## src/rtl/ir_nec_decoder.sv

```systemverilog
// NEC infrared remote decoder. It measures the pulse widths on the synchronised
// receiver line in 10 us ticks and decodes leader, data, stop and repeat codes.
module ir_nec_decoder #(
  parameter int CLK_HZ   = 50_000_000,
  parameter bit EXT_ADDR = 1'b0
) (
  input  logic       clk_50,
  input  logic       reset,
  input  logic       IRDA_RXD,
  output logic [7:0] ir_button,
  output logic [7:0] ir_addr,
  output logic       ir_valid,
  output logic       ir_repeat,
  output logic       ir_error,
  output logic       ir_busy
);

  localparam int          TICK_TC  = CLK_HZ / 100_000;
  localparam logic [15:0] PRE_LAST = 16'(TICK_TC - 1);

  typedef enum logic [2:0] {
    IDLE,
    LEAD_BURST,
    LEAD_SPACE,
    BIT_BURST,
    BIT_SPACE,
    STOP,
    REPEAT_BURST
  } state_t;

  state_t      r_state;
  logic [2:0]  r_sync;
  logic [15:0] r_pre;
  logic [10:0] r_dur;
  logic [31:0] r_sr;
  logic [5:0]  r_bitcnt;
  logic        r_have_frame;
  logic [7:0]  r_button;
  logic [7:0]  r_addr;
  logic        r_valid;
  logic        r_repeat;
  logic        r_error;

  logic        w_fall;
  logic        w_rise;
  logic        w_edge;
  logic [10:0] w_hi;
  logic        w_timeout;
  logic        w_cmd_ok;
  logic        w_addr_ok;

  function automatic logic in_win(input logic [10:0] d, input logic [10:0] lo,
                                  input logic [10:0] hi);
    return (d >= lo) && (d <= hi);
  endfunction

  // Sync flops reset low so a line already low at reset release never yields a fall.
  always_ff @(posedge clk_50 or posedge reset) begin
    if (reset) r_sync <= 3'b000;
    else       r_sync <= {r_sync[1:0], IRDA_RXD};
  end

  assign w_fall = r_sync[2] & ~r_sync[1];
  assign w_rise = ~r_sync[2] & r_sync[1];
  assign w_edge = w_fall | w_rise;

  always_ff @(posedge clk_50 or posedge reset) begin
    if (reset) begin
      r_pre <= 16'd0;
      r_dur <= 11'd0;
    end else if (w_edge) begin
      r_pre <= 16'd0;
      r_dur <= 11'd0;
    end else if (r_pre == PRE_LAST) begin
      r_pre <= 16'd0;
      if (r_dur != 11'h7FF) r_dur <= r_dur + 11'd1;
    end else begin
      r_pre <= r_pre + 16'd1;
    end
  end

  always_comb begin
    w_hi = 11'h7FF;
    case (r_state)
      LEAD_BURST:   w_hi = 11'd1000;
      LEAD_SPACE:   w_hi = 11'd500;
      BIT_BURST:    w_hi = 11'd72;
      BIT_SPACE:    w_hi = 11'd200;
      STOP:         w_hi = 11'd72;
      REPEAT_BURST: w_hi = 11'd72;
      default:      w_hi = 11'h7FF;
    endcase
  end

  assign w_timeout = (r_state != IDLE) && (r_dur > w_hi);
  assign w_cmd_ok  = ((r_sr[23:16] ^ r_sr[31:24]) == 8'hFF);
  assign w_addr_ok = ((r_sr[7:0] ^ r_sr[15:8]) == 8'hFF);

  // An unexpected edge, an out-of-window width or a timeout all abort to IDLE.
  always_ff @(posedge clk_50 or posedge reset) begin
    if (reset) begin
      r_state      <= IDLE;
      r_sr         <= 32'd0;
      r_bitcnt     <= 6'd0;
      r_have_frame <= 1'b0;
      r_button     <= 8'd0;
      r_addr       <= 8'd0;
      r_valid      <= 1'b0;
      r_repeat     <= 1'b0;
      r_error      <= 1'b0;
    end else begin
      r_valid  <= 1'b0;
      r_repeat <= 1'b0;
      r_error  <= 1'b0;
      case (r_state)
        IDLE: begin
          if (w_fall) r_state <= LEAD_BURST;
        end
        LEAD_BURST: begin
          if (w_rise && in_win(r_dur, 11'd800, 11'd1000)) begin
            r_state <= LEAD_SPACE;
          end else if (w_edge || w_timeout) begin
            r_state <= IDLE;
            r_error <= 1'b1;
          end
        end
        LEAD_SPACE: begin
          if (w_fall && in_win(r_dur, 11'd400, 11'd500)) begin
            r_state  <= BIT_BURST;
            r_bitcnt <= 6'd0;
          end else if (w_fall && in_win(r_dur, 11'd180, 11'd270)) begin
            r_state <= REPEAT_BURST;
          end else if (w_edge || w_timeout) begin
            r_state <= IDLE;
            r_error <= 1'b1;
          end
        end
        BIT_BURST: begin
          if (w_rise && in_win(r_dur, 11'd40, 11'd72)) begin
            r_state <= BIT_SPACE;
          end else if (w_edge || w_timeout) begin
            r_state <= IDLE;
            r_error <= 1'b1;
          end
        end
        BIT_SPACE: begin
          // The burst after the 32nd space is the stop burst.
          if (w_fall && (in_win(r_dur, 11'd28, 11'd84) || in_win(r_dur, 11'd140, 11'd200))) begin
            r_sr     <= {in_win(r_dur, 11'd140, 11'd200), r_sr[31:1]};
            r_bitcnt <= r_bitcnt + 6'd1;
            r_state  <= (r_bitcnt == 6'd31) ? STOP : BIT_BURST;
          end else if (w_edge || w_timeout) begin
            r_state <= IDLE;
            r_error <= 1'b1;
          end
        end
        STOP: begin
          if (w_rise && in_win(r_dur, 11'd40, 11'd72)) begin
            r_state <= IDLE;
            if (w_cmd_ok && (EXT_ADDR || w_addr_ok)) begin
              r_button     <= r_sr[23:16];
              r_addr       <= r_sr[7:0];
              r_valid      <= 1'b1;
              r_have_frame <= 1'b1;
            end else begin
              r_error <= 1'b1;
            end
          end else if (w_edge || w_timeout) begin
            r_state <= IDLE;
            r_error <= 1'b1;
          end
        end
        REPEAT_BURST: begin
          if (w_rise && in_win(r_dur, 11'd40, 11'd72)) begin
            r_state  <= IDLE;
            r_repeat <= r_have_frame;
          end else if (w_edge || w_timeout) begin
            r_state <= IDLE;
            r_error <= 1'b1;
          end
        end
        default: r_state <= IDLE;
      endcase
    end
  end

  assign ir_button = r_button;
  assign ir_addr   = r_addr;
  assign ir_valid  = r_valid;
  assign ir_repeat = r_repeat;
  assign ir_error  = r_error;
  assign ir_busy   = (r_state != IDLE);

endmodule

```

## config.mk

```make
export PLATFORM = sky130hd
export DESIGN_NAME = ir_nec_decoder
export DESIGN_NICKNAME = d
export VERILOG_FILES = /design/src/rtl/ir_nec_decoder.sv
export SDC_FILE = /design/constraint.sdc
export NUM_CORES = 1
export LEC_CHECK = 0
export CAP_MARGIN = 20
export CORE_ASPECT_RATIO = 0.9
export CORE_MARGIN = 2
export CORE_UTILIZATION = 61
export CTS_CLUSTER_DIAMETER = 200
export DETAILED_ROUTE_END_ITERATION = 10
export GPL_TIMING_DRIVEN = 0
export HOLD_SLACK_MARGIN = 0.15
export PLACE_DENSITY = 0.9
export SLEW_MARGIN = 15
export SYNTH_ARGS = -nofsm -noshare
export SYNTH_HDL_FRONTEND = slang
export SYNTH_SLANG_ARGS = --single-unit
```

## constraint.sdc

```tcl
create_clock -name clk_50 -period 4.7 [get_ports clk_50]
set_input_delay 0.705 -clock clk_50 [delete_from_list [all_inputs] [get_ports clk_50]]
set_output_delay 0.705 -clock clk_50 [all_outputs]
set_load 0.1 [all_outputs]
```

==> impl_metrics.env <==
export IMPL_status="completed"
export IMPL_grt_overflow=0
export IMPL_synth_area_leaders="dfrtp_1 (47%), nand2_1 (9.1%), xor2_1 (5.1%)"
export IMPL_critPathArrivalTime_ps=3330
export IMPL_grt_max_degree=65
export IMPL_cts_path_max_buffers=2
export IMPL_grt_pass1_vias=3854
export IMPL_fmax_mhz=329
export IMPL_die_y_um=88.5
export IMPL_end_kind="register"
export IMPL_globalRouteMet2Util_pct=44.7
export IMPL_synthToLayoutAreaGrowth_pct=11.5
export IMPL_track_usage_pct=27.0
export IMPL_syn_inst=516
export IMPL_grt_first_pass_wirelength_mm=18.7
export IMPL_fill_cells=597
export IMPL_yosysSeqAreaShare_pct=47.0
export IMPL_fin_crit_ps=3040
export IMPL_die_w_um=97.9
export IMPL_critPathLaunchType="register"
export IMPL_fin_crit_sh_pct=64.7
export IMPL_slew_headroom_pct=33.7
export IMPL_firstDrtPassIters=5
export IMPL_num_vias=3930
export IMPL_wl_per_cell_um=16.8
export IMPL_ys_types=58
export IMPL_cts_repair_resized=0
export IMPL_routabilityCongestion=0.889
export IMPL_power_leakage_nw=2.64
export IMPL_drive_gt1_share_pct=9.19
export IMPL_wl_mm=10.9
export IMPL_yosys_warnings=0
export IMPL_drt_iter0_drc=277
export IMPL_cts_hold_buf=0
export IMPL_most_common_layout_cells="nand2_1 (117), dfrtp_1 (91), nor2_1 (35)"
export IMPL_p_per_area_nw_per_um2=280
export IMPL_cts_made_buffers=9
export IMPL_rsz0062_at_grt="no"
export IMPL_hold_class="reg -> reg"
export IMPL_skew_ps=6.28
export IMPL_io_pins=23
export IMPL_antenna_found_initial=0
export IMPL_drc=0
export IMPL_path_class="reg -> reg"
export IMPL_worst_pin_slew_ps=991
export IMPL_core_um2=7620
export IMPL_crit_required_ps=4990
export IMPL_cts_tree="yes"
export IMPL_layout_commonest_cell="nand2_1"
export IMPL_clock_root_buffer="clkbuf_8"
export IMPL_via_per_inst=6.04
export IMPL_die_area_um2=8670
export IMPL_synth_area_leader_cell="dfrtp_1"
export IMPL_rows=30
export IMPL_finalSetupTns_ps=0
export IMPL_slew_viol_final=0
export IMPL_cts_max_level=3
export IMPL_synth_nets=533
export IMPL_synthFlopType="dfrtp_1"
export IMPL_finalHoldViolCount=0
export IMPL_setup_viol=0
export IMPL_ir_worst_vdd_mv=0.187
export IMPL_crit_path_max_fanout=10
export IMPL_cts_clk_slew_worst_paths_ps=100
export IMPL_synthesis_area_um2=4840
export IMPL_ant_nets=0
export IMPL_ys_ff_latch=91
export IMPL_top_usage_layer="met2"
export IMPL_diodes=0
export IMPL_cap_violations=0
export IMPL_use_met3_pct=5.45
export IMPL_initial_core_util_pct=63.6
export IMPL_insertion_delay_ps=360
export IMPL_synth_area_per_cell_um2=9.39
export IMPL_dp_hpwl_mm=7.68
export IMPL_async_flop_share_pct=100
export IMPL_fin_total_pwr_mw=1.51
export IMPL_numPortBuffers=22
export IMPL_cts_sinks=91
export IMPL_nNetsFinal=567
export IMPL_post_cts_buffers=0
export IMPL_use_met1_pct=37.0
export IMPL_synth_top_cell_area_share_pct=47.0
export IMPL_synth_edf_count=0
export IMPL_r2r_slack_ps=1660
## per-stage QoR
step | setup WS, ps | hold WS, ps | instances | area (µm²) | utilization (%)
after global placement | 386 | 339 | 634 | 5180 | 68.0
after floorplan | 1610 | 331 | 516 | 4840 | -
after CTS | 1730 | 360 | 651 | 5400 | 70.9
final | 1660 | 361 | 651 | 5400 | 70.9
after global routing | 1410 | 364 | 651 | 5400 | 70.9
after detailed placement | 1750 | 338 | 635 | 5210 | 68.4
## cells in the mapped netlist, types with 2 or more instances
library cell    n
mux2_4          9
a21oi_1        15
inv_1          13
o21ai_0        14
dfrtp_1        91
a31oi_1         2
clkbuf_1       19
ha_1           14
nor2b_1         6
nor3_1          7
nor4_1          2
and3_1         10
nand3_1        22
or2_2           2
buf_2           5
mux2_2          8
nand4b_1        2
a311oi_1        3
and2_1          6
and4_1          2
nand2_1       117
nand2b_1        6
o21a_1          5
nor2_1         35
a22oi_1         3
a211oi_1        3
or3_1           8
nand4_1        13
xnor2_1         9
or4_1           3
o31ai_1         2
a21o_1          2
xor2_1         28
o211ai_1        5
a211o_1         2
## path summary, 6_finish.rpt
check / startpoint / end / cells after the start
setup reg to reg: r_state[0]$_DFFE_PP0P_ / r_state[0]$_DFFE_PP0P_ / 12
max in group asynchronous: reset / r_sr[1]$_DFFE_PP0P_ / 3
min in group asynchronous: reset / ir_button[4]$_DFFE_PP0P_ / 2
setup / recovery: r_state[0]$_DFFE_PP0P_ / r_state[0]$_DFFE_PP0P_ / 12
hold / removal: r_sync[0]$_DFF_PP0_ / r_sync[1]$_DFF_PP0_ / 0
hold reg to reg: r_sync[0]$_DFF_PP0_ / r_sync[1]$_DFF_PP0_ / 0
## worst max-delay path, stage by stage (launching register included)
cell      delay (ps)
dfrtp_1          370
clkbuf_1         360
clkbuf_1         370
nand2_1          100
a31oi_1          250
nand2b_1         170
ha_1             250
a21oi_1          150
nor2_1            60
a211oi_1         170
o211ai_1         200
a211o_1          330
a41oi_1          200
## power by group
group | total, mW | internal, mW | switching, mW
Clock | 0.503 | 0.199 | 0.303
Sequential | 0.803 | 0.794 | 0.00888
Combinational | 0.205 | 0.0615 | 0.144
Total | 1.51 | 1.05 | 0.456
## cells by family (layout without fill, tap and decap cells)
kind of cell,count (synthesis),after routing,share of synthesized area [%]
buffers and inverters,40,79,3.72
adder cells (fa/ha/maj),14,14,3.62
AND/OR/NAND/NOR,246,246,23.9
flip-flops,91,91,47.0
multiplexers,18,18,4.86
XOR/XNOR,37,37,6.69
AO/OA/AOI/OAI,70,70,10.2
## cell type report
type | count | area, µm² | area share [%]
clock buffers | 9 | 124 | 2.29
flip-flops and latches | 91 | 2280 | 42.2
clock inverters | 7 | 61.3 | 1.14
repair buffers | 23 | 248 | 4.59
plain buffers | 26 | 128 | 2.36
well taps | 96 | 120 | 2.22
inverters | 14 | 55.1 | 1.02
multi-input cells | 385 | 2390 | 44.2
## registers in the layout, summed over array words and instances, names as in the netlist
name / count
r_sr: 32
r_pre: 16
r_dur: 11
ir_addr: 8
ir_button: 8
r_bitcnt: 6
r_state: 3
r_sync: 3
ir_error: 1
ir_repeat: 1
ir_valid: 1
r_have_frame: 1
## routing by layer
layer	routed length [µm]	part of all wire, %
met1	4830	44
met2	5270	48
met3	642	5.9
met4	171	1.6
met5	0	0
Power figures use the tool's default switching activity.
